[src/rtl/controle_pesagem_uc_pkg.sv]
// Shared encodings and sizing for the weighing control unit and its byte counter.
package controle_pesagem_uc_pkg;

  typedef enum logic [3:0] {
    INICIAL       = 4'd0,
    ESPERA_QUADRO = 4'd1,
    RECEBE        = 4'd2,
    AVALIA        = 4'd3,
    MOVE          = 4'd4,
    MOVE_CHECK    = 4'd5,
    FIM           = 4'd6,
    ERRO          = 4'd7
  } estado_t;

  localparam logic [7:0] ASCII_HASH = 8'h23;
  localparam int N_BYTES = 6;
  localparam int POS_MAX = 7;
  localparam int POS_W   = 3;

endpackage

[src/rtl/controle_pesagem_uc_contador_bytes_quadro.sv]
// Counts data bytes of one packet; fim flags the increment that completes the packet.
module contador_bytes_quadro #(
  parameter int N_BYTES = controle_pesagem_uc_pkg::N_BYTES
) (
  input  logic clk_i,
  input  logic rst_i,
  input  logic clr_i,
  input  logic inc_i,
  output logic fim_o
);
  import controle_pesagem_uc_pkg::*;

  localparam int CNT_W = $clog2(N_BYTES + 1);

  logic [CNT_W-1:0] count_q, count_d;

  always_comb begin
    count_d = count_q;
    if (clr_i) begin
      count_d = '0;
    end else if (inc_i) begin
      count_d = count_q + 1'b1;
    end
  end

  always_ff @(posedge clk_i) begin
    if (rst_i) begin
      count_q <= '0;
    end else begin
      count_q <= count_d;
    end
  end

  assign fim_o = inc_i & (count_q == CNT_W'(N_BYTES - 1));

endmodule

[src/rtl/controle_pesagem_uc.sv]
// Control FSM of the weighing datapath: frames a '#' packet, evaluates the flags
// and steps the servo position toward the selected end, one step per interval tick.
module controle_pesagem_uc #(
  parameter int N_BYTES = controle_pesagem_uc_pkg::N_BYTES,
  parameter int POS_MAX = controle_pesagem_uc_pkg::POS_MAX,
  parameter int POS_W   = controle_pesagem_uc_pkg::POS_W
) (
  input  logic             clock,
  input  logic             reset,
  input  logic             dado_valido,
  input  logic             comando,
  input  logic             pertence_intervalo,
  input  logic             peso_max_zero,
  input  logic             fim_intervalo,
  input  logic [POS_W-1:0] posicao,
  output logic             reset_updown,
  output logic             conta_updown,
  output logic             sentido,
  output logic             conta_intervalo,
  output logic             zera_intervalo,
  output logic             zera_pwm,
  output logic             pronto,
  output logic             erro,
  output logic [3:0]       db_estado
);
  import controle_pesagem_uc_pkg::*;

  localparam logic [POS_W-1:0] POS_TOPO = POS_W'(POS_MAX);

  estado_t          estado_q, estado_d;
  logic             sentido_q, sentido_d;
  logic             erro_q, erro_d;
  logic             conta_updown_q, conta_updown_d;
  logic             conta_int_q, conta_int_d;
  logic             zera_int_q, reset_updown_q, zera_pwm_q, pronto_q;
  logic             quadro, cnt_inc, cnt_fim;
  logic [POS_W-1:0] alvo, alvo_aval, pos_passo;

  assign quadro  = dado_valido & comando;
  assign cnt_inc = (estado_q == RECEBE) & dado_valido & ~comando;

  contador_bytes_quadro #(.N_BYTES(N_BYTES)) u_contador (
    .clk_i (clock),
    .rst_i (reset),
    .clr_i (quadro),
    .inc_i (cnt_inc),
    .fim_o (cnt_fim)
  );

  assign alvo      = sentido_q ? POS_TOPO : '0;
  assign alvo_aval = pertence_intervalo ? POS_TOPO : '0;
  // Position the counter will hold once the pending step lands.
  assign pos_passo = sentido_q ? posicao + 1'b1 : posicao - 1'b1;

  always_comb begin
    estado_d       = estado_q;
    sentido_d      = sentido_q;
    erro_d         = erro_q;
    conta_updown_d = 1'b0;
    conta_int_d    = 1'b0;
    case (estado_q)
      INICIAL:       estado_d = ESPERA_QUADRO;
      ESPERA_QUADRO: if (quadro) estado_d = RECEBE;
      RECEBE:        if (cnt_fim) estado_d = AVALIA;
      AVALIA: begin
        if (quadro) begin
          estado_d = RECEBE;
        end else if (peso_max_zero) begin
          erro_d   = 1'b1;
          estado_d = ERRO;
        end else begin
          erro_d      = 1'b0;
          sentido_d   = pertence_intervalo;
          estado_d    = MOVE;
          conta_int_d = (posicao != alvo_aval);
        end
      end
      MOVE: begin
        // Target check precedes the tick so a coincident tick never overshoots.
        if (quadro) begin
          estado_d = RECEBE;
        end else if (posicao == alvo) begin
          estado_d = FIM;
        end else begin
          conta_int_d = 1'b1;
          if (fim_intervalo) begin
            conta_updown_d = 1'b1;
            estado_d       = MOVE_CHECK;
          end
        end
      end
      MOVE_CHECK: begin
        estado_d    = quadro ? RECEBE : MOVE;
        conta_int_d = ~quadro & (pos_passo != alvo);
      end
      FIM, ERRO:     estado_d = quadro ? RECEBE : ESPERA_QUADRO;
      default:       estado_d = INICIAL;
    endcase
  end

  always_ff @(posedge clock) begin
    if (reset) begin
      estado_q       <= INICIAL;
      sentido_q      <= 1'b0;
      erro_q         <= 1'b0;
      conta_updown_q <= 1'b0;
      conta_int_q    <= 1'b0;
      zera_int_q     <= 1'b1;
      reset_updown_q <= 1'b1;
      zera_pwm_q     <= 1'b1;
      pronto_q       <= 1'b0;
    end else begin
      estado_q       <= estado_d;
      sentido_q      <= sentido_d;
      erro_q         <= erro_d;
      conta_updown_q <= conta_updown_d;
      conta_int_q    <= conta_int_d;
      zera_int_q     <= ~conta_int_d;
      reset_updown_q <= (estado_d == INICIAL) || (estado_d == ERRO);
      zera_pwm_q     <= (estado_d == INICIAL) || erro_d;
      pronto_q       <= (estado_d == FIM);
    end
  end

  assign reset_updown    = reset_updown_q;
  assign conta_updown    = conta_updown_q;
  assign sentido         = sentido_q;
  assign conta_intervalo = conta_int_q;
  assign zera_intervalo  = zera_int_q;
  assign zera_pwm        = zera_pwm_q;
  assign pronto          = pronto_q;
  assign erro            = erro_q;
  assign db_estado       = estado_q;

endmodule

[config.mk]
export PLATFORM = sky130hd
export DESIGN_NAME = controle_pesagem_uc
export DESIGN_NICKNAME = d
export VERILOG_FILES = /design/src/rtl/controle_pesagem_uc_pkg.sv /design/src/rtl/controle_pesagem_uc_contador_bytes_quadro.sv /design/src/rtl/controle_pesagem_uc.sv
export SDC_FILE = /design/constraint.sdc
export NUM_CORES = 1
export LEC_CHECK = 0
export CAP_MARGIN = 20
export CORE_MARGIN = 2
export CORE_UTILIZATION = 42
export CTS_CLUSTER_SIZE = 28
export DETAILED_ROUTE_END_ITERATION = 6
export GPL_ROUTABILITY_DRIVEN = 0
export PLACE_DENSITY = 0.73
export SETUP_SLACK_MARGIN = 0.4
export SLEW_MARGIN = 20
export SYNTH_ARGS = -nofsm -noshare
export SYNTH_HDL_FRONTEND = slang
export SYNTH_SLANG_ARGS = --single-unit
[constraint.sdc]
create_clock -name clock -period 1.7 [get_ports clock]
set_input_delay 0.255 -clock clock [delete_from_list [all_inputs] [get_ports clock]]
set_output_delay 0.255 -clock clock [all_outputs]
set_load 0.05 [all_outputs]
==> results.py <==
metrics = {
    "detailed_routing": {
        "dr.max_layer_used": "met4",
        "drt-initial-drc-count": 17,
        "met3_length_um": 85,
        "dr_total_vias": 780,
        "wl_um": 1940,
        "wl_per_cell_um": 12.8,
        "drc_errors": 0,
        "vias_per_cell": 5.17,
        "drtAntennaViolNets": 0,
        "met1_length_um": 876,
        "drtPass1Iterations": 4,
        "routed-wl-met2_um": 971,
    },
    "synthesis": {
        "yosysSeqAreaShare": 0.365,
        "synth_edf_count": 0,
        "synth_area_leader_cell": "dfxtp_1",
        "avgSynthCellArea_um2": 8.95,
        "synth_fp_nets": 106,
        "synth_warnings": 0,
        "syn_inst": 92,
        "synth_area_leaders": "dfxtp_1 36%, ha_1 4.6%, nand2_1 4.6%",
        "syn-cell-area_um2": 823,
        "synth_top_cell_area_share": 0.365,
        "async_flop_share": 0,
        "ys_ff_latch": 15,
        "synth_ff_type": "dfxtp_1",
        "ys_types": 41,
    },
    "timing": {
        "hold_viol": 0,
        "fmax_ghz": 0.653,
        "rsz0062_at_grt": "true",
        "period_needed_ns": 1.53,
        "fin_setup_tns_ns": 0,
        "setup_violations": 0,
        "skew_ns": 0.00299,
        "fin_hold_ws_ns": 0.469,
        "slew_viol_final": 0,
        "fin_crit_sh": 0.901,
    },
    "critical_path": {
        "crit_path_end_kind": "flop",
        "r2r_slack_ns": 0.17,
        "r2r_cells": 5,
        "critPathLaunchType": "flop",
        "crit_path_start": "sentido",
        "critical_path_class": "reg2reg",
        "r2r-end": "conta_intervalo",
        "crit_fanout": 2,
        "r2r-start": "sentido",
        "cp.required_ns": 1.88,
        "worstPathArrival_ns": 1.71,
        "endpoint": "conta_intervalo",
    },
    "clock_tree": {
        "clockBufferDepth": 2,
        "cts.sinks": 15,
        "clkLatencyLatePin_ns": 0.28,
        "cts_tree": "yes",
        "htreeDepth": 1,
        "cts_made_buffers": 3,
        "cts_root_buf": "clkbuf_4",
        "cts.reportedPaths.clkPinSlew_ns": 0.08,
        "postCtsHoldBufs": 0,
    },
    "global_route": {
        "antenna_found_initial": 0,
        "grt_max_degree": 13,
        "grt_usage": 0.192,
        "grt_pass1_wl_um": 3050,
        "grt.overflow.total": 0,
        "grt_pass1_vias": 731,
    },
    "die": {
        "core_area_mm2": 0.00190,
        "die-height_um": 48.3,
        "fp.dieW_um": 48.3,
        "dieArea_mm2": 0.00233,
        "io_pins": 22,
        "start_util": 0.433,
        "rows": 16,
    },
    "flow_run": {
        "maxCapViolations": 0,
    },
    "power_and_ir_drop": {
        "peakVddDrop_mv": 0.552,
        "p_per_area_mw_per_mm2": 550,
        "p_leak_nw": 0.504,
    },
    "worst_hold_path": {
        "worstHoldPathType": "in2reg",
    },
    "placed_design": {
        "placedCellCount": 144,
        "post-dp-hpwl_um": 1480,
        "port_buffers": 21,
    },
    "finish": {
        "stdcell_count": 151,
        "nets": 139,
        "fillers": 167,
        "antenna_cells": 0,
        "area_delta_synth_final_pct": 48.3,
        "drive_gt1_frac": 0.347,
    },
    "outcome": {
        "status": "finished clean",
    },
}
report_power, final:
| group | switching, mW | internal (mW) |
|---|---|---|
| Clock | 0.109 | 0.0874 |
| Combinational | 0.0607 | 0.0560 |
| Sequential | 0.00830 | 0.350 |
| Total | 0.178 | 0.494 |
layer usage:
layer	track usage	vias to the layer above
li1	-	394
met1	0.237	368
met2	0.311	16
met3	0.0852	2
met4	0.0378	0
met5	0	-
cell usage in the layout, fill, tap and decap left out, types with 2 or more instances in the layout:
| cell | Yosys | final |
|---|---|---|
| dlygate4sd2_1 | 0 | 2 |
| clkdlybuf4s15_2 | 0 | 2 |
| clkbuf_4 | 0 | 3 |
| o211ai_1 | 2 | 2 |
| nor2_1 | 4 | 4 |
| o21ai_0 | 3 | 2 |
| dfxtp_4 | 0 | 5 |
| dfxtp_1 | 15 | 10 |
| nand2_1 | 10 | 10 |
| inv_1 | 6 | 6 |
| ha_1 | 3 | 3 |
| nand4_1 | 2 | 2 |
| clkdlybuf4s50_1 | 0 | 6 |
| nand3_1 | 5 | 4 |
| a21boi_1 | 2 | 2 |
| nor3_1 | 3 | 3 |
| a21oi_1 | 2 | 2 |
| xor2_1 | 2 | 2 |
| buf_4 | 0 | 18 |
sequential cells by signal, indices dropped and copies added (netlist names):
| name | cells |
|---|---|
| db_estado | 4 |
| zera_pwm | 1 |
| reset_updown | 1 |
| u_contador.count_q | 3 |
| conta_updown | 1 |
| erro | 1 |
| conta_intervalo | 1 |
| zera_intervalo | 1 |
| sentido | 1 |
| pronto | 1 |
cell families (layout without fill, tap and decap cells):
family	count (synthesis)	in the layout	share of synthesized area
AO/OA/AOI/OAI	16	16	0.149
XOR/XNOR	3	3	0.0319
multiplexers	2	2	0.0258
buffers and inverters	9	41	0.0441
AND/OR/NAND/NOR	42	42	0.310
adder cells (fa/ha/maj)	4	4	0.0699
flip-flops	15	15	0.365
other	1	1	0.00455
worst max-delay path, cell delays in order, from the launching register on:
cell and delay, ns:
dfxtp_4 0.35, fa_1 0.45, nand2b_4 0.15, o22ai_2 0.15
a31oi_2 0.11, o211a_1 0.22
cells in the mapped netlist, types with 2 or more instances:
| master | n |
|---|---|
| nor3_1 | 3 |
| nor2_1 | 4 |
| nand2b_1 | 2 |
| inv_1 | 6 |
| nand3_1 | 5 |
| nor4_1 | 2 |
| o211ai_1 | 2 |
| nand2_1 | 10 |
| a21boi_1 | 2 |
| o21ai_0 | 3 |
| dfxtp_1 | 15 |
| nor4b_2 | 2 |
| nor2b_1 | 2 |
| a21oi_1 | 2 |
| xor2_1 | 2 |
| nand4_1 | 2 |
| buf_2 | 2 |
| ha_1 | 3 |
worst min path at each step:
stage	start	to	slack [ns]	cells after the start
2_1_floorplan	reset	sentido	0.32	1
3_3_place_gp	erro	zera_pwm	0.48	2
3_5_place_dp	erro	zera_pwm	0.49	2
4_1_cts	erro	zera_pwm	0.53	2
5_1_grt	dado_valido	db_estado[2]	0.50	4
6_report	dado_valido	db_estado[2]	0.47	4
repair_timing:
action / CTS / global route
endpoints found under the setup margin: 9 / 9
buffers inserted: 2 / 1
gates resized for setup: 13 / 9
pin swaps: 4 / 3
area by class of cell:
type / count / area, um2 / area share
multi-input cells: 68 / 544 / 0.446
flip-flops and latches: 15 / 319 / 0.261
repair buffers: 31 / 274 / 0.224
well taps: 27 / 33.8 / 0.0277
clock buffers: 3 / 22.5 / 0.0184
inverters: 6 / 22.5 / 0.0184
clock inverters: 1 / 5.00 / 0.00410
metrics by stage:
step / worst slack [ns] / area, um2 / util / power, mW
after detailed placement: -0.326 / 1110 / 0.584 / 0.477
after floorplan: 0.100 / 862 / - / 0.421
final: 0.169 / 1220 / 0.642 / 0.671
after global placement: -0.263 / 1110 / 0.584 / 0.474
after CTS: 0.126 / 1180 / 0.618 / 0.682
after global routing: 0.0926 / 1220 / 0.642 / 0.709
(Power assumes the default switching activity.)
